--- src/rtl/mem_arb_pkg.sv ---
// Shared types and constants for the memory port arbiter.
package mem_arb_pkg;

  localparam int WORD_SIZE_DEF = 16;
  localparam int CNT_W         = 4;

  localparam logic REQ_INSTR = 1'b0;
  localparam logic REQ_DATA  = 1'b1;

  typedef enum logic [1:0] {
    ST_IDLE   = 2'd0,
    ST_ACCESS = 2'd1,
    ST_RESP   = 2'd2
  } state_t;

  // Round-robin partner: the requester that did not win last time.
  function automatic logic other_req(input logic id);
    return (id == REQ_INSTR) ? REQ_DATA : REQ_INSTR;
  endfunction

endpackage

--- src/rtl/mem_port_arbiter_counter.sv ---
// Memory latency counter: loaded on grant, counts down while strobes are held,
// and flags the final strobe cycle.
module mem_latency_counter
  import mem_arb_pkg::*;
(
  input  logic             clk,
  input  logic             reset,
  input  logic             i_load,
  input  logic [CNT_W-1:0] i_load_val,
  input  logic             i_dec,
  output logic             o_last
);

  logic [CNT_W-1:0] r_cnt;

  // Load on grant, otherwise count down while the access is in progress.
  always_ff @(posedge clk) begin
    if (reset) begin
      r_cnt <= '0;
    end else if (i_load) begin
      r_cnt <= i_load_val;
    end else if (i_dec && (r_cnt != '0)) begin
      r_cnt <= r_cnt - 1'b1;
    end
  end

  assign o_last = (r_cnt == CNT_W'(1));

endmodule

--- src/rtl/mem_port_arbiter.sv ---
// Two-requester (fetch / data) arbiter for the single TSC memory port.
// Round-robin on contention, fixed-latency strobe sequencing, one-cycle ready.
module mem_port_arbiter
  import mem_arb_pkg::*;
#(
  parameter int WORD_SIZE   = WORD_SIZE_DEF,
  parameter int MEM_LATENCY = 2
) (
  input  logic                 clk,
  input  logic                 reset,
  input  logic                 i_req,
  input  logic [WORD_SIZE-1:0] i_addr,
  output logic                 i_ready,
  output logic [WORD_SIZE-1:0] i_rdata,
  input  logic                 d_req,
  input  logic                 d_we,
  input  logic [WORD_SIZE-1:0] d_addr,
  input  logic [WORD_SIZE-1:0] d_wdata,
  output logic                 d_ready,
  output logic [WORD_SIZE-1:0] d_rdata,
  output logic                 read_m,
  output logic                 write_m,
  output logic [WORD_SIZE-1:0] address,
  output logic [WORD_SIZE-1:0] m_wdata,
  input  logic [WORD_SIZE-1:0] m_rdata,
  output logic                 busy
);

  state_t               r_state;
  state_t               w_next;
  logic                 r_owner;
  logic                 r_last_grant;
  logic                 r_we;
  logic [WORD_SIZE-1:0] r_addr;
  logic [WORD_SIZE-1:0] r_wdata;
  logic [WORD_SIZE-1:0] r_i_rdata;
  logic [WORD_SIZE-1:0] r_d_rdata;

  logic                 w_grant;
  logic                 w_grant_owner;
  logic                 w_access;
  logic                 w_cnt_last;

  assign w_access = (r_state == ST_ACCESS);

  mem_latency_counter u_cnt (
    .clk        (clk),
    .reset      (reset),
    .i_load     (w_grant),
    .i_load_val (CNT_W'(MEM_LATENCY)),
    .i_dec      (w_access),
    .o_last     (w_cnt_last)
  );

  // Next-state and grant decision; grants are only made from IDLE.
  always_comb begin
    w_next        = r_state;
    w_grant       = 1'b0;
    w_grant_owner = REQ_INSTR;
    case (r_state)
      ST_IDLE: begin
        if (i_req && d_req) begin
          w_grant       = 1'b1;
          w_grant_owner = other_req(r_last_grant);
        end else if (d_req) begin
          w_grant       = 1'b1;
          w_grant_owner = REQ_DATA;
        end else if (i_req) begin
          w_grant       = 1'b1;
          w_grant_owner = REQ_INSTR;
        end
        if (w_grant) w_next = ST_ACCESS;
      end
      ST_ACCESS: if (w_cnt_last) w_next = ST_RESP;
      ST_RESP:   w_next = ST_IDLE;
      default:   w_next = ST_IDLE;
    endcase
  end

  // State register, request latches and read-data capture.
  always_ff @(posedge clk) begin
    if (reset) begin
      r_state      <= ST_IDLE;
      r_owner      <= REQ_INSTR;
      r_last_grant <= REQ_INSTR;
      r_we         <= 1'b0;
      r_addr       <= '0;
      r_wdata      <= '0;
      r_i_rdata    <= '0;
      r_d_rdata    <= '0;
    end else begin
      r_state <= w_next;
      if (w_grant) begin
        r_owner      <= w_grant_owner;
        r_last_grant <= w_grant_owner;
        r_we         <= (w_grant_owner == REQ_DATA) ? d_we : 1'b0;
        r_addr       <= (w_grant_owner == REQ_DATA) ? d_addr : i_addr;
        r_wdata      <= d_wdata;
      end
      // Writes leave the data read register untouched.
      if (w_access && w_cnt_last && !r_we) begin
        if (r_owner == REQ_DATA) r_d_rdata <= m_rdata;
        else                     r_i_rdata <= m_rdata;
      end
    end
  end

  assign read_m  = w_access & ~r_we;
  assign write_m = w_access & r_we;
  assign address = w_access ? r_addr  : '0;
  assign m_wdata = w_access ? r_wdata : '0;
  assign i_ready = (r_state == ST_RESP) && (r_owner == REQ_INSTR);
  assign d_ready = (r_state == ST_RESP) && (r_owner == REQ_DATA);
  assign i_rdata = r_i_rdata;
  assign d_rdata = r_d_rdata;
  assign busy    = (r_state != ST_IDLE);

endmodule

--- config.mk ---
export PLATFORM = sky130hd
export DESIGN_NAME = mem_port_arbiter
export DESIGN_NICKNAME = d
export VERILOG_FILES = /design/src/rtl/mem_arb_pkg.sv /design/src/rtl/mem_port_arbiter_counter.sv /design/src/rtl/mem_port_arbiter.sv
export SDC_FILE = /design/constraint.sdc
export NUM_CORES = 1
export LEC_CHECK = 0
export ABC_CLOCK_PERIOD_IN_PS = 1900
export BUFFER_PORTS_ARGS = -buffer_cell sky130_fd_sc_hd__buf_2
export CELL_PAD_IN_SITES_DETAIL_PLACEMENT = 1
export CELL_PAD_IN_SITES_GLOBAL_PLACEMENT = 2
export CORE_MARGIN = 10
export CORE_UTILIZATION = 24
export DETAILED_ROUTE_END_ITERATION = 8
export PLACE_DENSITY = 0.86
export SYNTH_ARGS = -nofsm -noshare
export SYNTH_HDL_FRONTEND = slang
export SYNTH_SLANG_ARGS = --single-unit
--- constraint.sdc ---
create_clock -name clk -period 1.9 [get_ports clk]
set_clock_uncertainty 0.15 [all_clocks]
set_input_delay 0.095 -clock clk [delete_from_list [all_inputs] [get_ports clk]]
set_output_delay 0.095 -clock clk [all_outputs]
set_load 0.05 [all_outputs]
# == Yosys cells after proc, flatten, opt, wreduce, memory -nomap -nowiden ==
# Cells that the tools add are included.
# totals
register_bits,72
in_bits,69
out_inout_bits,69
# op_classes
addsub,1
n_eq_ne,5
mux,18
bitwise,4
n_reduce_logical,15
# op_table
cell,n
$mux W16,3
$mux W1,10
$mux W2,4
$logic_and A1 B1 Y1,6
$reduce_and A2 Y1,3
$eq A4 B1 Y1 const B,1
$pmux W2 S2,1
$reduce_bool A2 Y1,2
$reduce_bool A4 Y1,1
$sub A4 B1 Y4 const B,1
$and A1 B1 Y1,2
$eq A2 B1 Y1 const B,1
$eq A2 B2 Y1 const B,1
$logic_not A2 Y1,1
$ne A2 B1 Y1 const B,1
$ne A2 B2 Y1 const B,1
$not A1 Y1,2
$reduce_or A2 Y1,1
$logic_not A1 Y1,1

# == Longest topological paths before layout ==
# logic_depth
ltp_word,6
depth_mapped,8

# == Modules after synthesis ==
# From an unflattened synthesis, not the netlist that was laid out.
# unflattened
hier_cells,386
area_unflattened_um2,3448.3
# modules_own_cells
module,n_inst,cells_per_inst,area_each_um2,seq_area_each_um2
mem_port_arbiter,1,353,3161.8,1361.3
mem_latency_counter,1,33,286.5,80.1

# == Worst setup path before layout ==
# OpenSTA, ideal clock, no wires.
# synth_timing
path_kind,register -> register
startpoint,reg u_cnt.r_cnt[1]
endpoint,reg r_i_rdata[10] (netlist: i_rdata[10])
setup_time_ns,0.119
t_arrival_ns,1.750
required_time_ns,1.631
slack_ns,-0.119
stages_incl_launch_ff,9
n_path_buf,3
period_less_slack_ns,2.019
path_cell_list,dfxtp_1 inv_1 ha_1 or3b_1 buf_2 or4_4 buf_6 buf_12 mux2i_1
# synth_between
elab_chain_len,4
# synth_rtl
item,line_no,rtl
from (decl),mem_port_arbiter_counter.sv:14,logic [CNT_W-1:0] r_cnt;
from (signal assigned),mem_port_arbiter_counter.sv:21,r_cnt <= i_load_val;
from (signal assigned),mem_port_arbiter_counter.sv:23,r_cnt <= r_cnt - 1'b1;
$eq A4 B1 Y1,mem_port_arbiter_counter.sv:27,assign o_last = (r_cnt == CNT_W'(1));
$logic_and A1 B1 Y1 (2 in series),mem_port_arbiter.sv:101,if (w_access && w_cnt_last && !r_we) begin
$reduce_and A2 Y1 (no source line),--,
to (signal assigned),mem_port_arbiter.sv:103,else r_i_rdata <= m_rdata;
to (decl),mem_port_arbiter.sv:36,logic [WORD_SIZE-1:0] r_i_rdata;
# Every way passes these cells.
# A chain may end at the register's enable or synchronous reset.

# == Worst setup path after layout ==
# layout_timing
startpoint,reg u_cnt.r_cnt[1]
endpoint,reg r_d_rdata[14] (netlist: d_rdata[14])
# layout_between
elab_chain_len,4
# layout_rtl
item,line_no,rtl
$eq A4 B1 Y1,mem_port_arbiter_counter.sv:27,
$logic_and A1 B1 Y1 (2 in series),mem_port_arbiter.sv:101,
$reduce_and A2 Y1 (no source line),--,
to (signal assigned),mem_port_arbiter.sv:102,if (r_owner == REQ_DATA) r_d_rdata <= m_rdata;
to (decl),mem_port_arbiter.sv:37,logic [WORD_SIZE-1:0] r_d_rdata;
# Every way passes these cells.

==> metrics <==
Clock Path Buffers=2; Placer Congestion=0.7508; NumNets Final=586; Core Area=12160 um^2; initial antenna violation count=1; crit path kind=register to register; Worst-Margin Slew=0.4550 ns; clock sinks=72; Die W=132.1 um; worst reg2reg setup slack=-0.04 ns; final hold violations=0; Post-synth EDFFs=0; FF-to-FF path depth=8; fin crit share=102.0%; power density cells=888.6 nW/um^2; max-cap viol count=0; Post-synth top flop=dfxtp_1; met2 wire len=6.053 mm; total gr overflow=0; Area growth syn-to-layout=70.54%; Peak Freq=0.5162 GHz; CP Max Fanout=5; Routed Antenna Nets=0; All-Layer GR Usage=13.84%; final worst-path setup slack=-0.03727 ns; slew margin rel.=69.67%; register area share after synthesis=47.80%; clk_lat worst skew=0.32 ns; Gate Count Post-Synth=302; Root Buffer=clkbuf_16; mean cell area of the mapped netlist=9.985 um^2; DR vias/cell=4.456; wl on met1=5.375 mm; hold_sp=d_req; RR Endpoint=d_rdata[14]$_SDFFE_PP0P_; TritonRoute pass-1 iters=4; Hold Path End=u_cnt.r_cnt[1]$_SDFFE_PP0P_; maximum vdd drop=517.0 uV; hold depth=4; WL met3=1.090 mm; FF+latch count, synth=72; Post-Syn Area=3015 um^2; post-DP HPWL=7.891 mm; clock slew at reported path FFs=0.06 ns; Num CTS Buffers=9; library cells used by synthesis=35; die area=17450 um^2; hold slack=0.03272 ns; PortBufs=137; WL per Instance=18.39 um; Setup Viol. Count Final=2; ratio of cells with drive above 1 in the final layout=36.92%; Inserted Diodes=0; failing checks=setup timing; RSZ-0062 raised after global routing=yes; Critical Path Sink Type=register; leakage=2.412 nW; pin count of the biggest net entering global routing=49; reg-to-reg critical path startpoint=u_cnt.r_cnt[1]$_SDFFE_PP0P_; DR top layer=met5; DRT iter0 DRCs=81; Startpoint Class=register; outcome=finished with violations; htree depth=3; Initial Utilization=24.79%; first-pass GRT wire length=19.59 mm; CTS tree=yes; Sum Neg Setup Slack=-0.04008 ns; Layout Utilization=42.28%; Rows=40; minimum clock period=1.937 ns; Remaining DRCs=0; Syn Nets=373; FFs w/ async S/R, synth=0%; chip height=132.1 um; crit path DAT=2.04 ns; fillers=1385; drt total wl=12.66 mm; CP required=2.00 ns; Pins Over Slew Limit=0; Syn. warnings=0; vias in the first global route=3476; min-delay worst type=primary input to register; Ports=138; Via Count=3066
-- layer usage --
layer / GRT usage (%) / vias up
met5: 0 / -
met4: 3.708 / 2
met3: 6.479 / 9
met2: 22.95 / 119
met1: 15.56 / 1460
li1: - / 1476
-- power breakdown --
group	internal, mW	switching (mW)	total, mW
Combinational	0.451	0.625	1.08
Sequential	1.62	0.0816	1.70
Clock	1.15	0.641	1.79
Total	3.22	1.35	4.57
-- cells in the final DEF, fill, tap and decap left out, types with 2 or more instances in the layout --
| master | count |
|---|---|
| nand2_1 | 49 |
| inv_2 | 2 |
| a22o_1 | 16 |
| buf_4 | 37 |
| buf_6 | 4 |
| nor4_4 | 2 |
| dfxtp_2 | 4 |
| bufinv_16 | 2 |
| dlygate4sd3_1 | 68 |
| a21oi_1 | 5 |
| mux2i_1 | 48 |
| nor3b_1 | 2 |
| clkbuf_1 | 2 |
| o2bb2ai_1 | 16 |
| or3b_4 | 2 |
| dfxtp_1 | 68 |
| nor2_1 | 2 |
| o21ai_0 | 5 |
| clkbuf_16 | 10 |
| and2_1 | 33 |
| or4_1 | 2 |
| buf_12 | 3 |
| nor3_1 | 2 |
| inv_1 | 4 |
| or4_4 | 3 |
| a31o_2 | 2 |
| buf_2 | 109 |
-- worst max path at each step --
stage | cells past startpoint | slack (ns) | from | to
floorplan | 8 | -0.12 | u_cnt.r_cnt[1]$_SDFFE_PP0P_ | i_rdata[10]$_SDFFE_PP0P_
global placement | 5 | 0.03 | u_cnt.r_cnt[1]$_SDFFE_PP0P_ | i_rdata[4]$_SDFFE_PP0P_
detailed placement | 5 | -0.01 | u_cnt.r_cnt[1]$_SDFFE_PP0P_ | i_rdata[12]$_SDFFE_PP0P_
CTS | 5 | -0.02 | u_cnt.r_cnt[1]$_SDFFE_PP0P_ | i_rdata[12]$_SDFFE_PP0P_
global route | 8 | -0.09 | u_cnt.r_cnt[1]$_SDFFE_PP0P_ | d_rdata[14]$_SDFFE_PP0P_
finish | 8 | -0.04 | u_cnt.r_cnt[1]$_SDFFE_PP0P_ | d_rdata[14]$_SDFFE_PP0P_
-- registers in the layout, summed over array words and instances (netlist names) --
register / cells
r_wdata: 16
r_last_grant: 1
r_state: 2
r_we: 1
u_cnt.r_cnt: 4
d_rdata: 16
i_rdata: 16
r_addr: 16
-- Yosys cell counts, types with 2 or more instances --
cell type	number	area share [%]
a21oi_1	6	1.0
a22o_1	16	4.6
a31o_2	2	0.58
and2_1	33	6.8
buf_2	3	0.50
clkbuf_1	16	2.0
dfxtp_1	72	48
ha_1	2	0.83
inv_1	5	0.62
mux2i_1	48	16
nand2_1	49	6.1
nor2_1	3	0.37
nor3_1	2	0.33
nor3b_1	3	0.75
o21ai_0	5	0.83
o2bb2ai_1	16	4.6
or4_1	3	0.75
-- stage by stage --
stage | area, um^2 | total power [mW] | worst slack (ns) | std cells
4_1_cts | 5044 | 4.578 | -0.01644 | 685
5_1_grt | 5142 | 4.793 | -0.09317 | 688
3_3_place_gp | 3970 | 2.579 | 0.02769 | 601
6_report | 5142 | 4.570 | -0.03727 | 688
2_1_floorplan | 3024 | 2.284 | -0.1194 | 302
3_5_place_dp | 3970 | 2.613 | -0.01360 | 601
-- area by class of cell --
cell class / count / area, um^2 / area share (%)
multi-input combinational: 203 / 1508 / 29.32
sequential: 72 / 1446 / 28.13
inverter: 6 / 22.52 / 0.4380
clock buffer: 11 / 232.7 / 4.526
tap: 168 / 210.2 / 4.088
timing repair buffer: 223 / 1642 / 31.92
clock inverter: 5 / 81.33 / 1.582
-- kinds of logic after synthesis --
group / count (synthesis) / synth area share [%]
adder cells (fa/ha/maj): 2 / 0.8297
AND/OR/NAND/NOR: 104 / 18.34
multiplexers: 48 / 15.93
AO/OA/AOI/OAI: 48 / 12.57
buffers and inverters: 28 / 4.523
flip-flops: 72 / 47.80
-- what timing repair did --
action | 4_1_cts | 5_1_grt
pin swaps | 0 | 0
cloned | 0 | 2
hold endpoints to repair | 67 | 0
hold buffers | 68 | 0
gates resized for setup | 29 | 18
setup buffers | 0 | 1
endpoints found under the setup margin | 40 | 66
-- critical path: stages (launching register included) --
cell,delay (ns)
dfxtp_2,0.32
inv_2,0.07
ha_4,0.11
or3b_4,0.40
buf_6,0.14
nor4_4,0.14
buf_6,0.17
clkbuf_16,0.15
mux2i_1,0.21
No activity file was read; power rests on OpenSTA's default activity.
